File: src/rtl/sram_mem_ctrl_pkg.sv
// Shared types for the SRAM memory-side controller: FSM states, op encoding, latched request payload.
// Optional TURN state (used only when SRAM_TURNAROUND_EN is defined) is always present in the enum.
package mem_ctrl_pkg;

    localparam int unsigned BYTES_PER_WORD = 4;
    localparam int unsigned DATA_W         = 32;
    localparam int unsigned LANE_W         = 2;

    typedef enum logic [2:0] {
        IDLE,
        SETUP,
        STROBE,
        NEXT,
        TURN
    } mem_ctrl_state_t;

    typedef enum logic {
        MEM_OP_READ  = 1'b0,
        MEM_OP_WRITE = 1'b1
    } mem_op_t;

    typedef struct packed {
        mem_op_t                   op;
        logic [DATA_W-1:0]         data;
        logic [BYTES_PER_WORD-1:0] sel;
    } mem_req_t;

    // Lowest set lane of a byte-enable mask; 0 when the mask is empty.
    function automatic logic [LANE_W-1:0] first_lane(input logic [BYTES_PER_WORD-1:0] sel);
        logic [LANE_W-1:0] lane;
        lane = '0;
        for (int i = BYTES_PER_WORD - 1; i >= 0; i--) begin
            if (sel[i]) lane = LANE_W'(i);
        end
        return lane;
    endfunction

endpackage

File: src/rtl/sram_mem_ctrl_if.sv
// Request/response bus between the request handler (master) and the SRAM controller (slave).
interface sram_mem_ctrl_if;
    import mem_ctrl_pkg::*;

    logic                      write_to_mem;
    logic                      read_to_mem;
    logic [DATA_W-1:0]         adr_to_mem;
    logic [DATA_W-1:0]         data_to_mem;
    logic [BYTES_PER_WORD-1:0] sel_to_mem;
    logic [DATA_W-1:0]         data_from_mem;
    logic                      mem_busy;

    modport master (
        output write_to_mem, read_to_mem, adr_to_mem, data_to_mem, sel_to_mem,
        input  data_from_mem, mem_busy
    );

    modport slave (
        input  write_to_mem, read_to_mem, adr_to_mem, data_to_mem, sel_to_mem,
        output data_from_mem, mem_busy
    );

endinterface

File: src/rtl/sram_mem_ctrl.sv
// Executes one arbitrated 32-bit request as byte phases on a byte-wide asynchronous SRAM.
// Define SRAM_TURNAROUND_EN to insert a one-cycle bus turnaround (TURN) after every byte strobe.
module sram_mem_ctrl
    import mem_ctrl_pkg::*;
#(
    parameter int unsigned ADDR_W      = 18,
    parameter int unsigned WAIT_CYCLES = 2
) (
    input  logic              clk,
    input  logic              rst,
    sram_mem_ctrl_if.slave    req,
    output logic [ADDR_W-1:0] sram_adr,
    output logic [7:0]        sram_dq_o,
    input  logic [7:0]        sram_dq_i,
    output logic              sram_dq_oe,
    output logic              sram_ce_n,
    output logic              sram_oe_n,
    output logic              sram_we_n
);

    localparam int unsigned WORD_W = ADDR_W - LANE_W;
    localparam int unsigned CNT_W  = 4;

    mem_ctrl_state_t   state_q, state_d;
    mem_req_t          cur_q, cur_d;
    logic [WORD_W-1:0] word_q, word_d;
    logic [DATA_W-1:0] rdata_q, rdata_d;
    logic [CNT_W-1:0]  cnt_q, cnt_d;
    logic              busy_q, busy_d;
    logic [DATA_W-1:0] dfm_q, dfm_d;
    logic [ADDR_W-1:0] adr_q, adr_d;
    logic [7:0]        dq_o_q, dq_o_d;
    logic              dq_oe_q, dq_oe_d;
    logic              ce_n_q, ce_n_d;
    logic              oe_n_q, oe_n_d;
    logic              we_n_q, we_n_d;

    logic [LANE_W-1:0]         lane_c;
    logic [LANE_W-1:0]         nlane_c;
    logic                      adv_c;
    logic [BYTES_PER_WORD-1:0] adv_sel_c;
    logic [DATA_W-1:0]         rdata_upd_c;

    // Word-alignment bits and bits above the SRAM space are intentionally dropped (aliasing).
    wire unused_adr_bits = ^{req.adr_to_mem[LANE_W-1:0], req.adr_to_mem[DATA_W-1:ADDR_W]};

    assign lane_c = first_lane(cur_q.sel);

    // Next-state and next-output decode; outputs are registered from these values.
    always_comb begin
        state_d     = state_q;
        cur_d       = cur_q;
        word_d      = word_q;
        rdata_d     = rdata_q;
        cnt_d       = cnt_q;
        busy_d      = busy_q;
        dfm_d       = dfm_q;
        adr_d       = adr_q;
        dq_o_d      = dq_o_q;
        dq_oe_d     = dq_oe_q;
        ce_n_d      = ce_n_q;
        oe_n_d      = oe_n_q;
        we_n_d      = we_n_q;
        adv_c       = 1'b0;
        adv_sel_c   = cur_q.sel;
        rdata_upd_c = rdata_q;
        nlane_c     = '0;

        case (state_q)
            IDLE: begin
                if (req.write_to_mem || req.read_to_mem) begin
                    cur_d.op   = req.write_to_mem ? MEM_OP_WRITE : MEM_OP_READ;
                    cur_d.data = req.data_to_mem;
                    cur_d.sel  = req.sel_to_mem;
                    word_d     = req.adr_to_mem[ADDR_W-1:LANE_W];
                    rdata_d    = '0;
                    busy_d     = 1'b1;
                    if (req.sel_to_mem == '0) begin
                        state_d = NEXT;
                    end else begin
                        adv_c     = 1'b1;
                        adv_sel_c = req.sel_to_mem;
                    end
                end
            end
            SETUP: begin
                state_d = STROBE;
                cnt_d   = CNT_W'(WAIT_CYCLES - 1);
                if (cur_q.op == MEM_OP_WRITE) we_n_d = 1'b0;
                else                          oe_n_d = 1'b0;
            end
            STROBE: begin
                if (cnt_q != '0) begin
                    cnt_d = cnt_q - CNT_W'(1);
                end else begin
                    if (cur_q.op == MEM_OP_READ) rdata_upd_c[{lane_c, 3'b000} +: 8] = sram_dq_i;
                    rdata_d   = rdata_upd_c;
                    adv_sel_c = cur_q.sel & ~(BYTES_PER_WORD'(1) << lane_c);
                    cur_d.sel = adv_sel_c;
                    we_n_d    = 1'b1;
                    oe_n_d    = 1'b1;
`ifdef SRAM_TURNAROUND_EN
                    state_d   = TURN;
                    ce_n_d    = 1'b1;
                    dq_oe_d   = 1'b0;
`else
                    adv_c     = 1'b1;
`endif
                end
            end
            // Only reached for an empty lane mask: one busy cycle, no SRAM access.
            NEXT: begin
                state_d = IDLE;
                busy_d  = 1'b0;
            end
            TURN: adv_c = 1'b1;
            default: state_d = IDLE;
        endcase

        // Advance to the next selected lane without an idle cycle, or complete the access.
        if (adv_c) begin
            if (adv_sel_c != '0) begin
                nlane_c = first_lane(adv_sel_c);
                state_d = SETUP;
                adr_d   = {word_d, nlane_c};
                ce_n_d  = 1'b0;
                we_n_d  = 1'b1;
                oe_n_d  = 1'b1;
                if (cur_d.op == MEM_OP_WRITE) begin
                    dq_o_d  = cur_d.data[{nlane_c, 3'b000} +: 8];
                    dq_oe_d = 1'b1;
                end else begin
                    dq_oe_d = 1'b0;
                end
            end else begin
                state_d = IDLE;
                busy_d  = 1'b0;
                ce_n_d  = 1'b1;
                dq_oe_d = 1'b0;
                if (cur_d.op == MEM_OP_READ) dfm_d = rdata_upd_c;
            end
        end
    end

    always_ff @(posedge clk) begin
        if (rst) begin
            state_q <= IDLE;
            cur_q   <= '0;
            word_q  <= '0;
            rdata_q <= '0;
            cnt_q   <= '0;
            busy_q  <= 1'b0;
            dfm_q   <= '0;
            adr_q   <= '0;
            dq_o_q  <= '0;
            dq_oe_q <= 1'b0;
            ce_n_q  <= 1'b1;
            oe_n_q  <= 1'b1;
            we_n_q  <= 1'b1;
        end else begin
            state_q <= state_d;
            cur_q   <= cur_d;
            word_q  <= word_d;
            rdata_q <= rdata_d;
            cnt_q   <= cnt_d;
            busy_q  <= busy_d;
            dfm_q   <= dfm_d;
            adr_q   <= adr_d;
            dq_o_q  <= dq_o_d;
            dq_oe_q <= dq_oe_d;
            ce_n_q  <= ce_n_d;
            oe_n_q  <= oe_n_d;
            we_n_q  <= we_n_d;
        end
    end

    assign req.mem_busy      = busy_q;
    assign req.data_from_mem = dfm_q;
    assign sram_adr          = adr_q;
    assign sram_dq_o         = dq_o_q;
    assign sram_dq_oe        = dq_oe_q;
    assign sram_ce_n         = ce_n_q;
    assign sram_oe_n         = oe_n_q;
    assign sram_we_n         = we_n_q;

endmodule

File: src/flat_wrapper.sv
// flat-port wrapper written by rule: the top's interface ports become plain ports
module sram_mem_ctrl_flat import mem_ctrl_pkg::*;
#(
    parameter int unsigned ADDR_W      = 18,
    parameter int unsigned WAIT_CYCLES = 2
)
  (clk, rst, sram_adr, sram_dq_o, sram_dq_i, sram_dq_oe, sram_ce_n, sram_oe_n, sram_we_n, req_write_to_mem, req_read_to_mem, req_adr_to_mem, req_data_to_mem, req_sel_to_mem, req_data_from_mem, req_mem_busy);
  sram_mem_ctrl_if req_i ();
  input  logic clk;
  input  logic rst;
  output logic [ADDR_W-1:0] sram_adr;
  output logic [7:0] sram_dq_o;
  input  logic [7:0] sram_dq_i;
  output logic sram_dq_oe;
  output logic sram_ce_n;
  output logic sram_oe_n;
  output logic sram_we_n;
  input wire logic [$bits(req_i.write_to_mem)-1:0] req_write_to_mem;
  input wire logic [$bits(req_i.read_to_mem)-1:0] req_read_to_mem;
  input wire logic [$bits(req_i.adr_to_mem)-1:0] req_adr_to_mem;
  input wire logic [$bits(req_i.data_to_mem)-1:0] req_data_to_mem;
  input wire logic [$bits(req_i.sel_to_mem)-1:0] req_sel_to_mem;
  output wire logic [$bits(req_i.data_from_mem)-1:0] req_data_from_mem;
  output wire logic [$bits(req_i.mem_busy)-1:0] req_mem_busy;
  assign req_i.write_to_mem = req_write_to_mem;
  assign req_i.read_to_mem = req_read_to_mem;
  assign req_i.adr_to_mem = req_adr_to_mem;
  assign req_i.data_to_mem = req_data_to_mem;
  assign req_i.sel_to_mem = req_sel_to_mem;
  assign req_data_from_mem = req_i.data_from_mem;
  assign req_mem_busy = req_i.mem_busy;
  sram_mem_ctrl #(.ADDR_W(ADDR_W), .WAIT_CYCLES(WAIT_CYCLES)) u_core (.clk(clk), .rst(rst), .req(req_i), .sram_adr(sram_adr), .sram_dq_o(sram_dq_o), .sram_dq_i(sram_dq_i), .sram_dq_oe(sram_dq_oe), .sram_ce_n(sram_ce_n), .sram_oe_n(sram_oe_n), .sram_we_n(sram_we_n));
endmodule
File: config.mk
export PLATFORM = sky130hd
export DESIGN_NAME = sram_mem_ctrl_flat
export DESIGN_NICKNAME = d
export VERILOG_FILES = /design/src/rtl/sram_mem_ctrl_pkg.sv /design/src/rtl/sram_mem_ctrl_if.sv /design/src/rtl/sram_mem_ctrl.sv /design/src/flat_wrapper.sv
export SDC_FILE = /design/constraint.sdc
export NUM_CORES = 1
export LEC_CHECK = 0
export CELL_PAD_IN_SITES_DETAIL_PLACEMENT = 1
export CELL_PAD_IN_SITES_GLOBAL_PLACEMENT = 2
export CORE_MARGIN = 1.5
export CORE_UTILIZATION = 30
export CTS_CLUSTER_SIZE = 12
export DETAILED_ROUTE_END_ITERATION = 10
export PLACE_DENSITY = 0.87
export SLEW_MARGIN = 20
export SYNTH_ARGS = -nofsm -noshare
export SYNTH_HDL_FRONTEND = slang
export SYNTH_SLANG_ARGS = --single-unit
File: constraint.sdc
create_clock -name clk -period 3.7 [get_ports clk]
set_input_delay 0.74 -clock clk [delete_from_list [all_inputs] [get_ports clk]]
set_output_delay 0.74 -clock clk [all_outputs]
set_load 0.01 [all_outputs]
# Word level (Yosys, flattened, before mapping)

Index checks and enable logic that the tools add are counted.

Register bits after elaboration: 155
Output and inout port bits: 63
Bits of input ports: 80

Reduce and logical (&&, ||, !) cells: 14
Add/sub/neg operators: 2
Shifts and indexed selects: 4
Equal/unequal tests: 9
Bitwise logic cells: 4
Multiplexer cells: 54

Operators with widths:

| cell                   | count |
|---|---|
| $mux 32                | 4 |
| $pmux 32 s2            | 1 |
| $mux 37                | 1 |
| $mux 33                | 1 |
| $bwmux 32              | 1 |
| $mux 16                | 2 |
| $shift 8x7->32 const A | 1 |
| $shiftx 32x6->8        | 1 |
| $shiftx 8x7->32        | 1 |
| $pmux 4 s2             | 3 |
| $mux 2                 | 10 |
| $mux 1                 | 19 |
| $mux 4                 | 4 |
| $mux 3                 | 3 |
| $pmux 3 s3             | 1 |
| $reduce_and 3->1       | 3 |
| $reduce_bool 4->1      | 2 |
| $neg 5->7              | 1 |
| $eq 3x2->1 const B     | 2 |
| $ne 2x1->1 const B     | 3 |
| $ne 3x1->1 const B     | 2 |
| $pmux 1 s2             | 3 |
| $reduce_and 2->1       | 3 |
| $and 4x4->4            | 1 |
| 12 further kinds       | 14 |

# Longest topological paths before layout

Depth after elaboration: 16
Depth in mapped cells: 13
Mapped depth without buffers: 10

# Least setup slack after synthesis

No wires, ideal clock.

Kind: input-to-reg
From: in req_sel_to_mem[1]
To: reg u_core.dq_o_q[0], in the netlist u_core.sram_dq_o[0]
Buffers on the path: 1
Arrival: 2.772 ns
Setup slack: 0.858 ns
Data required time: 3.629 ns
Cell stages on the path: 8
Cells stage by stage: or4_1 > a2bb2oi_2 > a221o_1 > buf_2 > nor4_4 > nor3_1 > nand4_1 > a21oi_1

Cells in the longest elaborated chain, start to end: 11
Elaborated cells between the ends (all ways): 16
Those cells by class: shift (1); mux (12); reduce/logical (3)

RTL lines:

| what                 | RTL line                | source |
|---|---|---|
| from (decl)          | flat_wrapper.sv:22      | `input wire logic [$bits(req_i.sel_to_mem)-1:0] req_sel_to_mem;` |
| $logic_not 4->1      | sram_mem_ctrl.sv:78     | `if (req.sel_to_mem == '0) begin` |
| $mux 4               | sram_mem_ctrl.sv:78     |  |
| $mux 4               | sram_mem_ctrl.sv:71     | `if (req.write_to_mem \|\| req.read_to_mem) begin` |
| $pmux 4 s2           | sram_mem_ctrl.sv:69     | `case (state_q)` |
| $mux 2 (4 in a row)  | sram_mem_ctrl_pkg.sv:33 | `if (sel[i]) lane = LANE_W'(i);` |
| $mux 2               | sram_mem_ctrl.sv:122    | `if (adv_sel_c != '0) begin` |
| $mux 2               | sram_mem_ctrl.sv:121    | `if (adv_c) begin` |
| $shiftx 32x6->8      | sram_mem_ctrl.sv:130    | `dq_o_d = cur_d.data[{nlane_c, 3'b000} +: 8];` |
| to (signal assigned) | sram_mem_ctrl.sv:169    | `dq_o_q <= dq_o_d;` |
| to (decl)            | sram_mem_ctrl.sv:32     | `logic [7:0] dq_o_q, dq_o_d;` |

Several ways; a longest one is shown, not always the timed one. The select of a mux whose other input is x is not followed.
A chain may end at the register's enable or synchronous reset.

# Worst setup path in the final report

From: reg u_core.state_q[0]
To: reg u_core.dfm_q[5], in the netlist u_core.req.data_from_mem[5]

Cells in the longest elaborated chain, start to end: 5
Elaborated cells between the ends (all ways): 11
Those cells by class: eq/ne (2); mux (4); bitwise (2); reduce/logical (3)

RTL lines:

| what                                          | RTL line             | source |
|---|---|---|
| from (decl)                                   | sram_mem_ctrl.sv:24  | `mem_ctrl_state_t state_q, state_d;` |
| from (signal assigned)                        | sram_mem_ctrl.sv:161 | `state_q <= state_d;` |
| $eq 3x2->1 or $logic_not 3->1 (tied branches) | sram_mem_ctrl.sv:69  |  |
| $pmux 4 s2                                    | sram_mem_ctrl.sv:69  |  |
| $reduce_bool 4->1                             | sram_mem_ctrl.sv:122 |  |
| $not 1->1 (no source line)                    | --                   |  |
| $reduce_and 3->1 (no source line)             | --                   |  |
| to (signal assigned)                          | sram_mem_ctrl.sv:167 | `dfm_q <= dfm_d;` |
| to (decl)                                     | sram_mem_ctrl.sv:30  | `logic [DATA_W-1:0] dfm_q, dfm_d;` |

Several ways; a longest one is shown, not always the timed one.

==> run_summary.xml <==
<?xml version="1.0" encoding="UTF-8"?>
<metrics>
  <group name="outcome">
    <metric name="run_status" unit="">finished with violations</metric>
    <metric name="failed_checks" unit="">design-rule violations</metric>
  </group>
  <group name="setup_path">
    <metric name="timing.setup.critical_path_class" unit="">register to register</metric>
    <metric name="reg2reg_slack" unit="ps">460</metric>
    <metric name="critical-path-top-delay-family" unit="">simple AND/OR/NAND/NOR gates</metric>
    <metric name="worst-r2r-cell-count" unit="">10</metric>
    <metric name="worst_setup_path_start_kind" unit="">register</metric>
    <metric name="cpPeakStageDelay" unit="ps">590</metric>
    <metric name="critical_path_required" unit="ps">4000</metric>
    <metric name="crit_top_cell" unit="">sky130_fd_sc_hd__inv_1</metric>
    <metric name="worst_path_max_delay_cell" unit="">sky130_fd_sc_hd__ha_1</metric>
    <metric name="sequence_of_cells_on_the_critical_path" unit="">inv_1 -&gt; ha_1 -&gt; inv_1 -&gt; a2bb2oi_2 -&gt; a221o_1 -&gt; nor4_4 -&gt; nand3_2 -&gt; buf_4 -&gt; a221oi_1 -&gt; nor3_1</metric>
    <metric name="worstReg2RegEnd" unit="">u_core.req.data_from_mem[5]</metric>
    <metric name="r2r_start" unit="">u_core.state_q[0]</metric>
    <metric name="worstPathMaxFanout" unit="">22</metric>
    <metric name="count_of_buffer_and_inverter_cells_on_the_critical_path" unit="">3</metric>
    <metric name="cp.arrival" unit="ps">3540</metric>
    <metric name="timing.critical_path.to_type" unit="">register</metric>
  </group>
  <group name="floorplanning">
    <metric name="die-height" unit="um">153.2</metric>
    <metric name="fp.dieArea" unit="mm^2">0.02347</metric>
    <metric name="floorplan.rows" unit="">54</metric>
    <metric name="initial_utilization" unit="">0.3081</metric>
    <metric name="core_area" unit="mm^2">0.02196</metric>
    <metric name="floorplan.io_pins" unit="">143</metric>
    <metric name="die_x" unit="um">153.2</metric>
  </group>
  <group name="global_route">
    <metric name="grt_overflow_total" unit="">0</metric>
    <metric name="grt_pass1_vias" unit="">6225</metric>
    <metric name="met2_usage" unit="">0.2939</metric>
    <metric name="global_route_wire_length_before_repair" unit="um">33370</metric>
    <metric name="grt_max_degree" unit="">69</metric>
    <metric name="top_usage_layer" unit="">met2</metric>
    <metric name="global_route.usage.total" unit="">0.1785</metric>
    <metric name="antenna_found_initial" unit="">0</metric>
    <metric name="globalRouteMet1Util" unit="">0.2342</metric>
    <metric name="global_route.usage.met3" unit="">0.03402</metric>
  </group>
  <group name="clock_network">
    <metric name="clkSlewWorstSetupHoldPaths" unit="ps">70</metric>
    <metric name="cts_repair_resize_count" unit="">0</metric>
    <metric name="clk_root_buffer_cell" unit="">sky130_fd_sc_hd__clkbuf_16</metric>
    <metric name="cts_inserted_buffers" unit="">17</metric>
    <metric name="post-cts-setup-buffer-count" unit="">0</metric>
    <metric name="htree_num_levels" unit="">4</metric>
    <metric name="clock_latency_at_the_later_pin_of_the_worst_skew_pair" unit="ps">430</metric>
    <metric name="cts_tree" unit="">done</metric>
    <metric name="clockBufferDepth" unit="">2</metric>
    <metric name="clkSinkCount" unit="">154</metric>
    <metric name="ctsHoldBuffers" unit="">0</metric>
  </group>
  <group name="detailed_routing">
    <metric name="ant_nets" unit="">0</metric>
    <metric name="dr.pass1.iters" unit="">8</metric>
    <metric name="average_vias_per_placed_instance" unit="">5.154</metric>
    <metric name="routed_vias" unit="">6164</metric>
    <metric name="wl_per_cell" unit="um">17.21</metric>
    <metric name="detailedRoute.firstIterationViolations" unit="">397</metric>
    <metric name="route.final.wire_length" unit="um">20590</metric>
    <metric name="detail_route.drc_violations" unit="">4</metric>
  </group>
  <group name="power">
    <metric name="p_leak" unit="nW">3.498</metric>
    <metric name="internal-power" unit="W">0.004462</metric>
    <metric name="net-switching-power" unit="W">0.003160</metric>
    <metric name="power.share.combinational" unit="">0.477</metric>
    <metric name="swShare" unit="">0.4146</metric>
    <metric name="power.ir.vdd_worst" unit="mV">0.4290</metric>
    <metric name="p_per_area" unit="mW/mm^2">841.4</metric>
    <metric name="clockPowerShare" unit="">0.238</metric>
    <metric name="power_frac_seq" unit="">0.285</metric>
  </group>
  <group name="worst_hold_path">
    <metric name="hold_path_end" unit="">u_core.req.data_from_mem[6]</metric>
    <metric name="hp-class" unit="">register to register</metric>
    <metric name="hold_path_depth" unit="">2</metric>
    <metric name="hp-start" unit="">u_core.req.data_from_mem[6]</metric>
  </group>
  <group name="yosys">
    <metric name="avgSynthCellArea" unit="um^2">8.686</metric>
    <metric name="synth_top_flop_cell" unit="">sky130_fd_sc_hd__dfxtp_1</metric>
    <metric name="synth.ff_latch_count" unit="">154</metric>
    <metric name="yosys_warnings" unit="">0</metric>
    <metric name="post_synth_num_cell_types" unit="">47</metric>
    <metric name="post-synth-top-area-fraction" unit="">0.4556</metric>
    <metric name="synth_compound_gate_area_share" unit="">0.2077</metric>
    <metric name="syn-cell-area" unit="mm^2">0.006766</metric>
    <metric name="post_synth_xor_area_fraction" unit="">0</metric>
    <metric name="synth_top_family_by_area" unit="">compound AO/OA/AOI/OAI gates</metric>
    <metric name="post_synth_inst_count" unit="">779</metric>
    <metric name="synthAdderAreaFrac" unit="">0.02034</metric>
    <metric name="synth_simple_gate_area_share" unit="">0.2060</metric>
    <metric name="synth_largest_area_cell" unit="">sky130_fd_sc_hd__dfxtp_1</metric>
    <metric name="post_synth_main_area_contributors" unit="">sky130_fd_sc_hd__dfxtp_1 (46%), sky130_fd_sc_hd__nor2_1 (7.4%), sky130_fd_sc_hd__mux2i_1 (7.1%), sky130_fd_sc_hd__a22oi_1 (4.3%), sky130_fd_sc_hd__a21oi_1 (4.2%)</metric>
    <metric name="net_count_synth" unit="">870</metric>
    <metric name="share_of_synthesized_area_spent_on_multiplexers" unit="">0.07267</metric>
    <metric name="yosysSeqAreaShare" unit="">0.4556</metric>
    <metric name="share_of_synthesized_registers_carrying_an_async_set_or_reset" unit="">0</metric>
    <metric name="synth_edf_count" unit="">0</metric>
  </group>
  <group name="final_layout">
    <metric name="most_common_cell_after_layout_fill_and_taps_aside" unit="">sky130_fd_sc_hd__dfxtp_1</metric>
    <metric name="drive_above_1_share" unit="">0.08624</metric>
    <metric name="diodes" unit="">0</metric>
    <metric name="final_cells" unit="">1196</metric>
    <metric name="design.final.nets" unit="">994</metric>
    <metric name="area_growth" unit="%">33.88</metric>
    <metric name="final_cell_mix" unit="">sky130_fd_sc_hd__dfxtp_1 (154), sky130_fd_sc_hd__nor2_1 (133), sky130_fd_sc_hd__clkdlybuf4s50_1 (125), sky130_fd_sc_hd__nand2_1 (64), sky130_fd_sc_hd__a21oi_1 (57)</metric>
  </group>
  <group name="sta">
    <metric name="min_period_over_period" unit="">0.8752</metric>
    <metric name="final_max_slew_viol_count" unit="">0</metric>
    <metric name="slew_headroom" unit="">0.4945</metric>
    <metric name="report.final.hold_viol_count" unit="">0</metric>
    <metric name="rsz_0062_raised_after_global_routing" unit="">false</metric>
    <metric name="finalCriticalPeriod" unit="ps">3238</metric>
    <metric name="finalClockSkew" unit="ps">10.20</metric>
    <metric name="max_slew.worst_pin.slew" unit="ps">758.3</metric>
    <metric name="final-setup-viol-count" unit="">0</metric>
    <metric name="fin_setup_tns" unit="ps">0</metric>
    <metric name="max_freq" unit="GHz">0.3088</metric>
  </group>
  <group name="placement">
    <metric name="dp.cells" unit="">1164</metric>
    <metric name="gpl.final_weighted_congestion" unit="">0.7736</metric>
    <metric name="detailedPlacementHpwl" unit="um">14270</metric>
    <metric name="buffer_ports.inserted" unit="">126</metric>
  </group>
  <group name="job">
    <metric name="maxCapViolations" unit="">0</metric>
  </group>
</metrics>
## synth_stat cells (2+ instances only)
| master | count |
|---|---|
| sky130_fd_sc_hd__nand4_1 | 5 |
| sky130_fd_sc_hd__a22oi_1 | 39 |
| sky130_fd_sc_hd__mux2i_1 | 48 |
| sky130_fd_sc_hd__o211ai_1 | 27 |
| sky130_fd_sc_hd__nor4_1 | 5 |
| sky130_fd_sc_hd__nand3_1 | 17 |
| sky130_fd_sc_hd__a211oi_1 | 21 |
| sky130_fd_sc_hd__dfxtp_1 | 154 |
| sky130_fd_sc_hd__and3_1 | 3 |
| sky130_fd_sc_hd__nor4b_1 | 8 |
| sky130_fd_sc_hd__clkbuf_1 | 42 |
| sky130_fd_sc_hd__inv_1 | 10 |
| sky130_fd_sc_hd__buf_1 | 4 |
| sky130_fd_sc_hd__nor2_1 | 134 |
| sky130_fd_sc_hd__buf_2 | 6 |
| sky130_fd_sc_hd__ha_1 | 11 |
| sky130_fd_sc_hd__or3_1 | 9 |
| sky130_fd_sc_hd__a221oi_1 | 6 |
| sky130_fd_sc_hd__o21ai_0 | 8 |
| sky130_fd_sc_hd__nand2b_1 | 22 |
| sky130_fd_sc_hd__nor2b_1 | 3 |
| sky130_fd_sc_hd__a22o_1 | 25 |
| sky130_fd_sc_hd__nor3_1 | 13 |
| sky130_fd_sc_hd__buf_4 | 2 |
| sky130_fd_sc_hd__a31oi_1 | 6 |
| sky130_fd_sc_hd__nand2_1 | 64 |
| sky130_fd_sc_hd__nand4b_1 | 2 |
| sky130_fd_sc_hd__a221o_1 | 4 |
| sky130_fd_sc_hd__a21oi_1 | 57 |
| sky130_fd_sc_hd__or2_2 | 6 |
| sky130_fd_sc_hd__o32ai_1 | 2 |
## flip-flops by register name (all words and copies together), names as in the netlist, 2 cells and up
signal and count:
u_core.req.data_from_mem 32, u_core.word_q 16, u_core.sram_dq_o 8, u_core.cur_q 37, u_core.sram_adr 18, u_core.state_q 2, u_core.cnt_q 4, u_core.rdata_q 32
## cell type report
cell class,instances,area [um^2]
clock buffer,17,425.4
clock inverter,15,176.4
fill,2524,12900
tap,280,350.3
sequential,154,3083
multi-input combinational,561,3442
timing repair buffer,159,1544
inverter,10,37.54
## cells by family (layout without fill, tap and decap cells)
| logic type | after synthesis | count (layout) |
|---|---|---|
| adders and majority gates | 11 | 11 |
| buffers and inverters | 64 | 201 |
| muxes | 49 | 49 |
| and+or+nand+nor | 299 | 299 |
| AOI/OAI and AO/OA | 202 | 202 |
| DFF | 154 | 154 |
## power by group through the flow
stage | clock [W] | combinational [W] | sequential, W
detailed placement | 0 | 0.00364 | 0.00221
floorplan | 0 | 0.00225 | 0.00224
global placement | 0 | 0.00358 | 0.00220
global route | 0.00192 | 0.00401 | 0.00221
finish | 0.00181 | 0.00364 | 0.00217
CTS | 0.00186 | 0.00366 | 0.00218
## worst max-delay path by stage
stage | startpoint | to | slack [ps] | depth (start not counted)
2_1_floorplan | req_sel_to_mem[1] | u_core.sram_dq_o[0] | 860 | 8
3_3_place_gp | req_read_to_mem | u_core.req.data_from_mem[5] | 110 | 9
3_5_place_dp | req_read_to_mem | u_core.req.data_from_mem[5] | 40 | 9
4_1_cts | u_core.state_q[0] | u_core.req.data_from_mem[5] | 420 | 10
5_1_grt | u_core.state_q[0] | u_core.req.data_from_mem[5] | 190 | 10
6_report | u_core.state_q[0] | u_core.req.data_from_mem[5] | 460 | 10
## per-stage QoR
step	hold slack (ps)	area [um^2]	power (W)	util	worst slack (ps)
2_1_floorplan	454.5	6766	0.004492	-	857.7
5_1_grt	472.1	9059	0.008140	0.4125	187.6
3_3_place_gp	433.3	8457	0.005774	0.3851	110.2
3_5_place_dp	442.0	8457	0.005848	0.3851	42.17
4_1_cts	451.3	9059	0.007691	0.4125	424.6
6_report	451.2	9059	0.007622	0.4125	461.9
## metal layers
metal	up-vias	share of wire
met5	-	0
met4	0	0.012
met3	14	0.045
met2	102	0.48
met1	2998	0.47
li1	3050	-
## worst reg2reg max path: cells and delay by family, from the launching register on
family / cells / cell delay, ps
buffers and inverters: 3 / 560
AOI/OAI and AO/OA: 3 / 830
DFF: 1 / 310
adders and majority gates: 1 / 590
and+or+nand+nor: 3 / 840
Power figures use the tool's default switching activity.
